===== config.mk =====
export PLATFORM = sky130hd
export DESIGN_NAME = sirv_qspi_flashxip
export DESIGN_NICKNAME = d
export VERILOG_FILES = /design/src/rtl/sirv_qspi_flashxip.sv
export SDC_FILE = /design/constraint.sdc
export NUM_CORES = 1
export LEC_CHECK = 0
export CELL_PAD_IN_SITES_DETAIL_PLACEMENT = 1
export CELL_PAD_IN_SITES_GLOBAL_PLACEMENT = 1
export CORE_ASPECT_RATIO = 1.75
export CORE_MARGIN = 4
export CORE_UTILIZATION = 35
export DETAILED_ROUTE_END_ITERATION = 12
export GPL_TIMING_DRIVEN = 0
export PLACE_DENSITY_LB_ADDON = 0.1
export SYNTH_ARGS = -nofsm -noshare
export SYNTH_HDL_FRONTEND = slang
export SYNTH_SLANG_ARGS = --single-unit

===== constraint.sdc =====
create_clock -name clock -period 5.9 [get_ports clock]
set_clock_uncertainty 0.2 [all_clocks]
set_input_delay 1.18 -clock clock [delete_from_list [all_inputs] [get_ports clock]]
set_output_delay 1.18 -clock clock [all_outputs]
set_load 0.005 [all_outputs]

===== src/rtl/sirv_qspi_flashxip.sv =====
// XIP flash read sequencer: turns one word read into cmd/addr/pad/data
// link frames for the QSPI media stage and returns the assembled word.
module sirv_qspi_flashxip #(
  parameter int AW   = 24,
  parameter int PADW = 4
) (
  input  logic          clock,
  input  logic          rst_n,
  input  logic          io_en,
  input  logic          io_req_valid,
  output logic          io_req_ready,
  input  logic [AW-1:0] io_req_addr,
  output logic          io_resp_valid,
  input  logic          io_resp_ready,
  output logic [31:0]   io_resp_data,
  input  logic          io_ctrl_cmd_en,
  input  logic [7:0]    io_ctrl_cmd_code,
  input  logic [1:0]    io_ctrl_cmd_proto,
  input  logic [1:0]    io_ctrl_addr_proto,
  input  logic [PADW-1:0] io_ctrl_pad_cnt,
  input  logic [1:0]    io_ctrl_data_proto,
  input  logic          io_link_tx_ready,
  output logic          io_link_tx_valid,
  output logic [7:0]    io_link_tx_bits,
  output logic [7:0]    io_link_cnt,
  output logic [1:0]    io_link_fmt_proto,
  output logic          io_link_fmt_endian,
  output logic          io_link_fmt_iodir,
  output logic          io_link_cs_set,
  output logic          io_link_cs_clear,
  output logic          io_link_cs_hold,
  input  logic          io_link_rx_valid,
  input  logic [7:0]    io_link_rx_bits,
  input  logic          io_link_active,
  output logic          io_busy
);

  typedef enum logic [2:0] {
    S_IDLE, S_CMD, S_ADDR, S_PAD,
    S_DATA, S_DRAIN, S_CSCLR, S_RESP
  } state_e;

  state_e          state_q, state_d;
  logic [AW-1:0]   addr_q, addr_d;
  logic            cmd_en_q, cmd_en_d;
  logic [7:0]      cmd_code_q, cmd_code_d;
  logic [1:0]      cmd_proto_q, cmd_proto_d;
  logic [1:0]      addr_proto_q, addr_proto_d;
  logic [PADW-1:0] pad_cnt_q, pad_cnt_d;
  logic [1:0]      data_proto_q, data_proto_d;
  logic [1:0]      fcnt_q, fcnt_d;
  logic [3:0]      rx_cnt_q, rx_cnt_d;
  logic [31:0]     data_q, data_d;

  logic       hs, in_txn, rx_inc, data_st;
  logic [3:0] total, base, ridx, rx_next;

  assign in_txn = (state_q == S_CMD) | (state_q == S_ADDR)
                | (state_q == S_PAD) | (state_q == S_DATA)
                | (state_q == S_DRAIN);
  assign data_st = (state_q == S_DATA) | (state_q == S_DRAIN);

  assign io_req_ready = rst_n & (state_q == S_IDLE)
                      & io_en & ~io_link_active;
  assign io_resp_valid      = (state_q == S_RESP);
  assign io_resp_data       = data_q;
  assign io_link_cs_set     = in_txn;
  assign io_link_cs_hold    = in_txn;
  assign io_link_cs_clear   = (state_q == S_CSCLR);
  assign io_link_fmt_endian = 1'b0;
  assign io_busy            = (state_q != S_IDLE);

  assign hs      = io_link_tx_valid & io_link_tx_ready;
  assign total   = 4'd7 + {3'b0, cmd_en_q} + {3'b0, |pad_cnt_q};
  assign base    = total - 4'd4;
  assign rx_inc  = io_link_rx_valid & in_txn;
  assign rx_next = rx_cnt_q + {3'b0, rx_inc};
  // Wraps high for pre-data indices, so ridx < 4 marks data bytes only.
  assign ridx    = rx_cnt_q - base;

  always_comb begin
    io_link_tx_valid  = 1'b0;
    io_link_tx_bits   = 8'h00;
    io_link_cnt       = 8'h00;
    io_link_fmt_proto = 2'b00;
    io_link_fmt_iodir = 1'b0;
    unique case (state_q)
      S_CMD: begin
        io_link_tx_valid  = 1'b1;
        io_link_tx_bits   = cmd_code_q;
        io_link_cnt       = 8'd8;
        io_link_fmt_proto = cmd_proto_q;
        io_link_fmt_iodir = 1'b1;
      end
      S_ADDR: begin
        io_link_tx_valid  = 1'b1;
        io_link_cnt       = 8'd8;
        io_link_fmt_proto = addr_proto_q;
        io_link_fmt_iodir = 1'b1;
        unique case (fcnt_q)
          2'd0:    io_link_tx_bits = addr_q[AW-1 -: 8];
          2'd1:    io_link_tx_bits = addr_q[AW-9 -: 8];
          default: io_link_tx_bits = addr_q[AW-17 -: 8];
        endcase
      end
      S_PAD: begin
        io_link_tx_valid  = 1'b1;
        io_link_cnt       = {{(8-PADW){1'b0}}, pad_cnt_q};
        io_link_fmt_proto = data_proto_q;
      end
      S_DATA: begin
        io_link_tx_valid  = 1'b1;
        io_link_cnt       = 8'd8;
        io_link_fmt_proto = data_proto_q;
      end
      default: ;
    endcase
  end

  always_comb begin
    state_d      = state_q;
    addr_d       = addr_q;
    cmd_en_d     = cmd_en_q;
    cmd_code_d   = cmd_code_q;
    cmd_proto_d  = cmd_proto_q;
    addr_proto_d = addr_proto_q;
    pad_cnt_d    = pad_cnt_q;
    data_proto_d = data_proto_q;
    fcnt_d       = fcnt_q;
    rx_cnt_d     = rx_next;
    data_d       = data_q;
    if (rx_inc && data_st && ridx[3:2] == 2'b00)
      data_d[{ridx[1:0], 3'b000} +: 8] = io_link_rx_bits;
    unique case (state_q)
      S_IDLE: begin
        if (io_req_valid && io_req_ready) begin
          addr_d       = io_req_addr;
          cmd_en_d     = io_ctrl_cmd_en;
          cmd_code_d   = io_ctrl_cmd_code;
          cmd_proto_d  = io_ctrl_cmd_proto;
          addr_proto_d = io_ctrl_addr_proto;
          pad_cnt_d    = io_ctrl_pad_cnt;
          data_proto_d = io_ctrl_data_proto;
          fcnt_d       = 2'd0;
          rx_cnt_d     = 4'd0;
          state_d      = io_ctrl_cmd_en ? S_CMD : S_ADDR;
        end
      end
      S_CMD: if (hs) state_d = S_ADDR;
      S_ADDR: begin
        if (hs) begin
          fcnt_d = fcnt_q + 2'd1;
          if (fcnt_q == 2'd2) begin
            fcnt_d  = 2'd0;
            state_d = (pad_cnt_q != '0) ? S_PAD : S_DATA;
          end
        end
      end
      S_PAD: if (hs) state_d = S_DATA;
      S_DATA: begin
        if (hs) begin
          fcnt_d = fcnt_q + 2'd1;
          if (fcnt_q == 2'd3) begin
            fcnt_d  = 2'd0;
            state_d = S_DRAIN;
          end
        end
      end
      S_DRAIN: if (rx_next == total) state_d = S_CSCLR;
      S_CSCLR: state_d = S_RESP;
      S_RESP:  if (io_resp_ready) state_d = S_IDLE;
      default: state_d = S_IDLE;
    endcase
  end

  always_ff @(posedge clock or negedge rst_n) begin
    if (!rst_n) begin
      state_q      <= S_IDLE;
      addr_q       <= '0;
      cmd_en_q     <= 1'b0;
      cmd_code_q   <= 8'h00;
      cmd_proto_q  <= 2'b00;
      addr_proto_q <= 2'b00;
      pad_cnt_q    <= '0;
      data_proto_q <= 2'b00;
      fcnt_q       <= 2'd0;
      rx_cnt_q     <= 4'd0;
      data_q       <= 32'h0;
    end else begin
      state_q      <= state_d;
      addr_q       <= addr_d;
      cmd_en_q     <= cmd_en_d;
      cmd_code_q   <= cmd_code_d;
      cmd_proto_q  <= cmd_proto_d;
      addr_proto_q <= addr_proto_d;
      pad_cnt_q    <= pad_cnt_d;
      data_proto_q <= data_proto_d;
      fcnt_q       <= fcnt_d;
      rx_cnt_q     <= rx_cnt_d;
      data_q       <= data_d;
    end
  end

endmodule


==> impl_metrics.tcl <==
set metrics [dict create \
    reg2reg_slack_ns 1.93 \
    layout.nets 616 \
    grt_overflow_total 0 \
    post_cts_sizing_count 0 \
    drtIter0Drc 63 \
    postSynthCellCount 411 \
    floorplan.initialDensity_pct 36.1 \
    critPathKind "reg2out" \
    post-route-min-period_ns 4.24 \
    worstSetupStartpointType "register" \
    p_leak_uw 0.00249 \
    finalSetupViolations 0 \
    grt_setup_unrepaired "false" \
    netlist-cell-type-count 46 \
    final_min_period_over_clock_period_pct 71.9 \
    critical_path.max_fanout 10 \
    holdCritStartpoint "io_resp_data[24]" \
    clock_tree.buffer_depth 2 \
    postCtsSetupBuffers 0 \
    critical_path.reg2reg.endpoint "io_resp_data[13]" \
    worstReg2RegStart "pad_cnt_q[3]" \
    number_of_global_route_vias_before_repair 3940 \
    tightestPinTransition_ns 0.978 \
    synth_xor_area_share_pct 1.45 \
    detail_route.wirelength_microns 12700 \
    p_sw_share_pct 40.6 \
    synth_compound_area_share_pct 11.9 \
    die_area_sq_um 14000 \
    yosysWarnings 0 \
    met2_grt_util_pct 35.4 \
    combPwrFrac_pct 52.0 \
    postSynth.topFlopCell "sky130_fd_sc_hd__dfrtp_1" \
    postSynthRegisterBits 84 \
    crit_family "buffers and inverters" \
    sequential_share_of_power_pct 30.6 \
    place.detailed.instances 663 \
    route.detailed.wl_per_inst_microns 18.8 \
    hpwl_microns 9980 \
    synth-seq-area-share_pct 49.7 \
    mappedNetlistArea_sq_um 4230 \
    clock_power_share_pct 17.5 \
    worst_ep_arrival_time_ns 2.86 \
    clock_insertion_delay_worst_skew_ns 0.33 \
    top_usage_layer "met2" \
    fp-row-count 52 \
    cts_sinks 84 \
    critPathCaptureType "primary output" \
    detail_route.first_pass.iterations 4 \
    crit_chain "inv_1, ha_1, clkbuf_1, nor2_1, nand2_1, a21oi_1, a21oi_1, nor2_1, clkdlybuf4s50_1" \
    cts.root.buffer_cell "sky130_fd_sc_hd__clkbuf_16" \
    cts.reportedPaths.clkPinSlew_ns 0.06 \
    ant_nets 0 \
    netSwitchingPower_uw 1270 \
    die_w_microns 91.1 \
    std_cell_core_area_sq_um 11700 \
    io_buffer_count 112 \
    pin_count_of_the_biggest_net_entering_global_routing 69 \
    max_clock_freq_mhz 236 \
    worst_hold_path.num_cells 2 \
    synth_edf_count 0 \
    io-pin-count 118 \
    hold_violations 0 \
    die_h_microns 153 \
    global_route.usage.met3_pct 6.10 \
    largest_incremental_delay_on_the_critical_path_ns 0.54 \
    finalPower_uw 3120 \
    critPathBufInv 3 \
    cpMaxStageDelayCell "sky130_fd_sc_hd__clkdlybuf4s50_1" \
    layout-area-overhead-vs-synth_pct 38.2 \
    length_in_cells_of_the_worst_reg_to_reg_path 12 \
    ir_worst_vdd_mv 0.376 \
    globalRouteMet1Util_pct 19.9 \
    antenna_found_initial 0 \
    post_synth_and_or_nand_nor_area_fraction_pct 15.0 \
    globalRouteTotalUtil_pct 19.0 \
    required_ns 4.52 \
    globalplace.congestion 0.806 \
    layout.filler_cells 1325 \
    internal-power_uw 1860 \
    vias_per_cell 5.13 \
    synth-adder-area-share_pct 5.50 \
    synth_mux_area_share_pct 11.7 \
    ys_async_sr_fraction_pct 100 \
    cts-htree-levels 3 \
    routed-via-count 3485 \
    synth_top_family_by_area "simple AND/OR/NAND/NOR gates" \
    share_of_cells_above_drive_strength_1_pct 8.46 \
    drc 0 \
    post_synth.cell_area_avg_sq_um 10.3 \
    max-slew-margin-rel_pct 34.6 \
    finalSetupTns_ns 0 \
    timing.hold.worst_endpoint "io_resp_data[24]" \
    antenna_cells 0 \
    numCtsBuffers 9 \
    hp-class "reg2reg" \
    post_cts_hold_buffer_count 0 \
    power-per-cell-area_nw_per_um2 534 \
    cap_viol_max_count 0 \
    clock_tree_from_tritoncts "done" \
    status "complete, no violations" \
    first_pass_grt_wire_length_microns 20900 \
    final_max_slew_viol_count 0 \
    stdcell_count 679 \
]
==> flip-flops by register name, summed over array words and instances (netlist names) <==
| name | flops |
|---|---|
| io_resp_data | 32 |
| pad_cnt_q | 4 |
| state_q | 3 |
| rx_cnt_q | 4 |
| cmd_en_q | 1 |
| data_proto_q | 2 |
| fcnt_q | 2 |
| cmd_code_q | 8 |
| addr_q | 24 |
| cmd_proto_q | 2 |
| addr_proto_q | 2 |
==> area by class of cell <==
type / instances / area (sq um) / share of cell area, %
flip-flops and latches: 84 / 2100 / 36.0
inverters: 12 / 45.0 / 0.770
clock inverters: 6 / 47.5 / 0.813
multi-input cells: 293 / 1950 / 33.3
well taps: 135 / 169 / 2.89
plain buffers: 26 / 153 / 2.61
repair buffers: 113 / 1150 / 19.6
clock buffers: 10 / 239 / 4.09
==> Yosys cell counts (all sizes together) (2+ instances only) <==
cell    instances  area (sq um)
dfrtp          84          2100
nand4           2          12.5
xor2            2          17.5
xnor2           5          43.8
o21ai          39           195
nand3           7          55.1
and3            2          12.5
nand2b          3          18.8
inv            12          45.1
a21oi          21           105
ha             17           213
nor2b           2          12.5
and2            3          18.8
mux2           44           495
nand2          82           308
nor3            2          10.0
o21a            2          15.0
nor2           20          91.3
nor3b           5          37.5
a22oi          12          90.1
clkbuf          2          7.51
o31ai           3          22.5
buf            24           145
==> cells by family after synthesis <==
logic type,Yosys count
AO/OA/AOI/OAI,84
XOR/XNOR,7
adder cells (fa/ha/maj),18
buffers and inverters,38
flip-flops,84
multiplexers,44
other,1
AND/OR/NAND/NOR,135
==> through the flow <==
| stage | cell area [sq um] | util (%) | setup slack [ns] | hold slack [ns] |
|---|---|---|---|---|
| 3_5_place_dp | 5560 | 47.5 | 1.85 | 0.280 |
| 2_1_floorplan | 4250 | - | 2.60 | 0.250 |
| 5_1_grt | 5850 | 49.9 | 1.41 | 0.306 |
| 3_3_place_gp | 5540 | 47.3 | -1.01 | 0.268 |
| 4_1_cts | 5850 | 49.9 | 1.54 | 0.290 |
| 6_report | 5850 | 49.9 | 1.66 | 0.285 |
==> tightest hold or removal path, stage by stage, from the launching register on <==
cell and delay [ns]:
sky130_fd_sc_hd__dfrtp_1 0.34, sky130_fd_sc_hd__nand2_1 0.05, sky130_fd_sc_hd__o21ai_1 0.06
==> routing by layer <==
layer	routed length, microns	vias up	part of all wire (%)
met2	6960	81	55
met3	789	11	6.2
li1	-	1655	-
met4	210	0	1.6
met1	4780	1738	38
met5	0	-	0
==> placed cells by master (no fill, tap or decap), types with 3 or more instances in the layout <==
master | netlist | final
sky130_fd_sc_hd__and2_1 | 3 | 3
sky130_fd_sc_hd__conb_1 | 1 | 5
sky130_fd_sc_hd__o31ai_1 | 3 | 3
sky130_fd_sc_hd__ha_1 | 17 | 17
sky130_fd_sc_hd__mux2_1 | 44 | 44
sky130_fd_sc_hd__nand3_2 | 4 | 4
sky130_fd_sc_hd__nand3_1 | 3 | 3
sky130_fd_sc_hd__nand2_1 | 82 | 82
sky130_fd_sc_hd__inv_1 | 10 | 10
sky130_fd_sc_hd__a21oi_1 | 21 | 21
sky130_fd_sc_hd__buf_1 | 5 | 5
sky130_fd_sc_hd__nand2b_1 | 3 | 3
sky130_fd_sc_hd__buf_4 | 10 | 11
sky130_fd_sc_hd__a22oi_1 | 12 | 12
sky130_fd_sc_hd__o21ai_1 | 37 | 37
sky130_fd_sc_hd__clkdlybuf4s50_1 | 0 | 111
sky130_fd_sc_hd__xnor2_1 | 5 | 5
sky130_fd_sc_hd__nor3b_1 | 5 | 5
sky130_fd_sc_hd__clkbuf_16 | 0 | 9
sky130_fd_sc_hd__dfrtp_1 | 84 | 84
sky130_fd_sc_hd__nor2_1 | 19 | 19
sky130_fd_sc_hd__buf_2 | 8 | 8
==> power groups by stage <==
stage	Clock, uW	Sequential [uW]	Combinational, uW
finish	545	954	1620
global route	588	991	1820
CTS	558	957	1670
detailed placement	0	964	1660
global placement	0	950	1590
floorplan	0	931	1010
==> how the worst max path moves through the flow <==
stage	from	to	cells after the start
after floorplan	pad_cnt_q[3]	io_resp_data[14]	12
after global placement	rst_n	addr_q[18]	5
after detailed placement	pad_cnt_q[3]	io_resp_data[15]	12
after CTS	fcnt_q[0]	io_link_tx_bits[7]	9
after global routing	fcnt_q[0]	io_link_tx_bits[7]	9
final	fcnt_q[1]	io_link_tx_bits[4]	9
No activity file was read; power rests on OpenSTA's default activity.
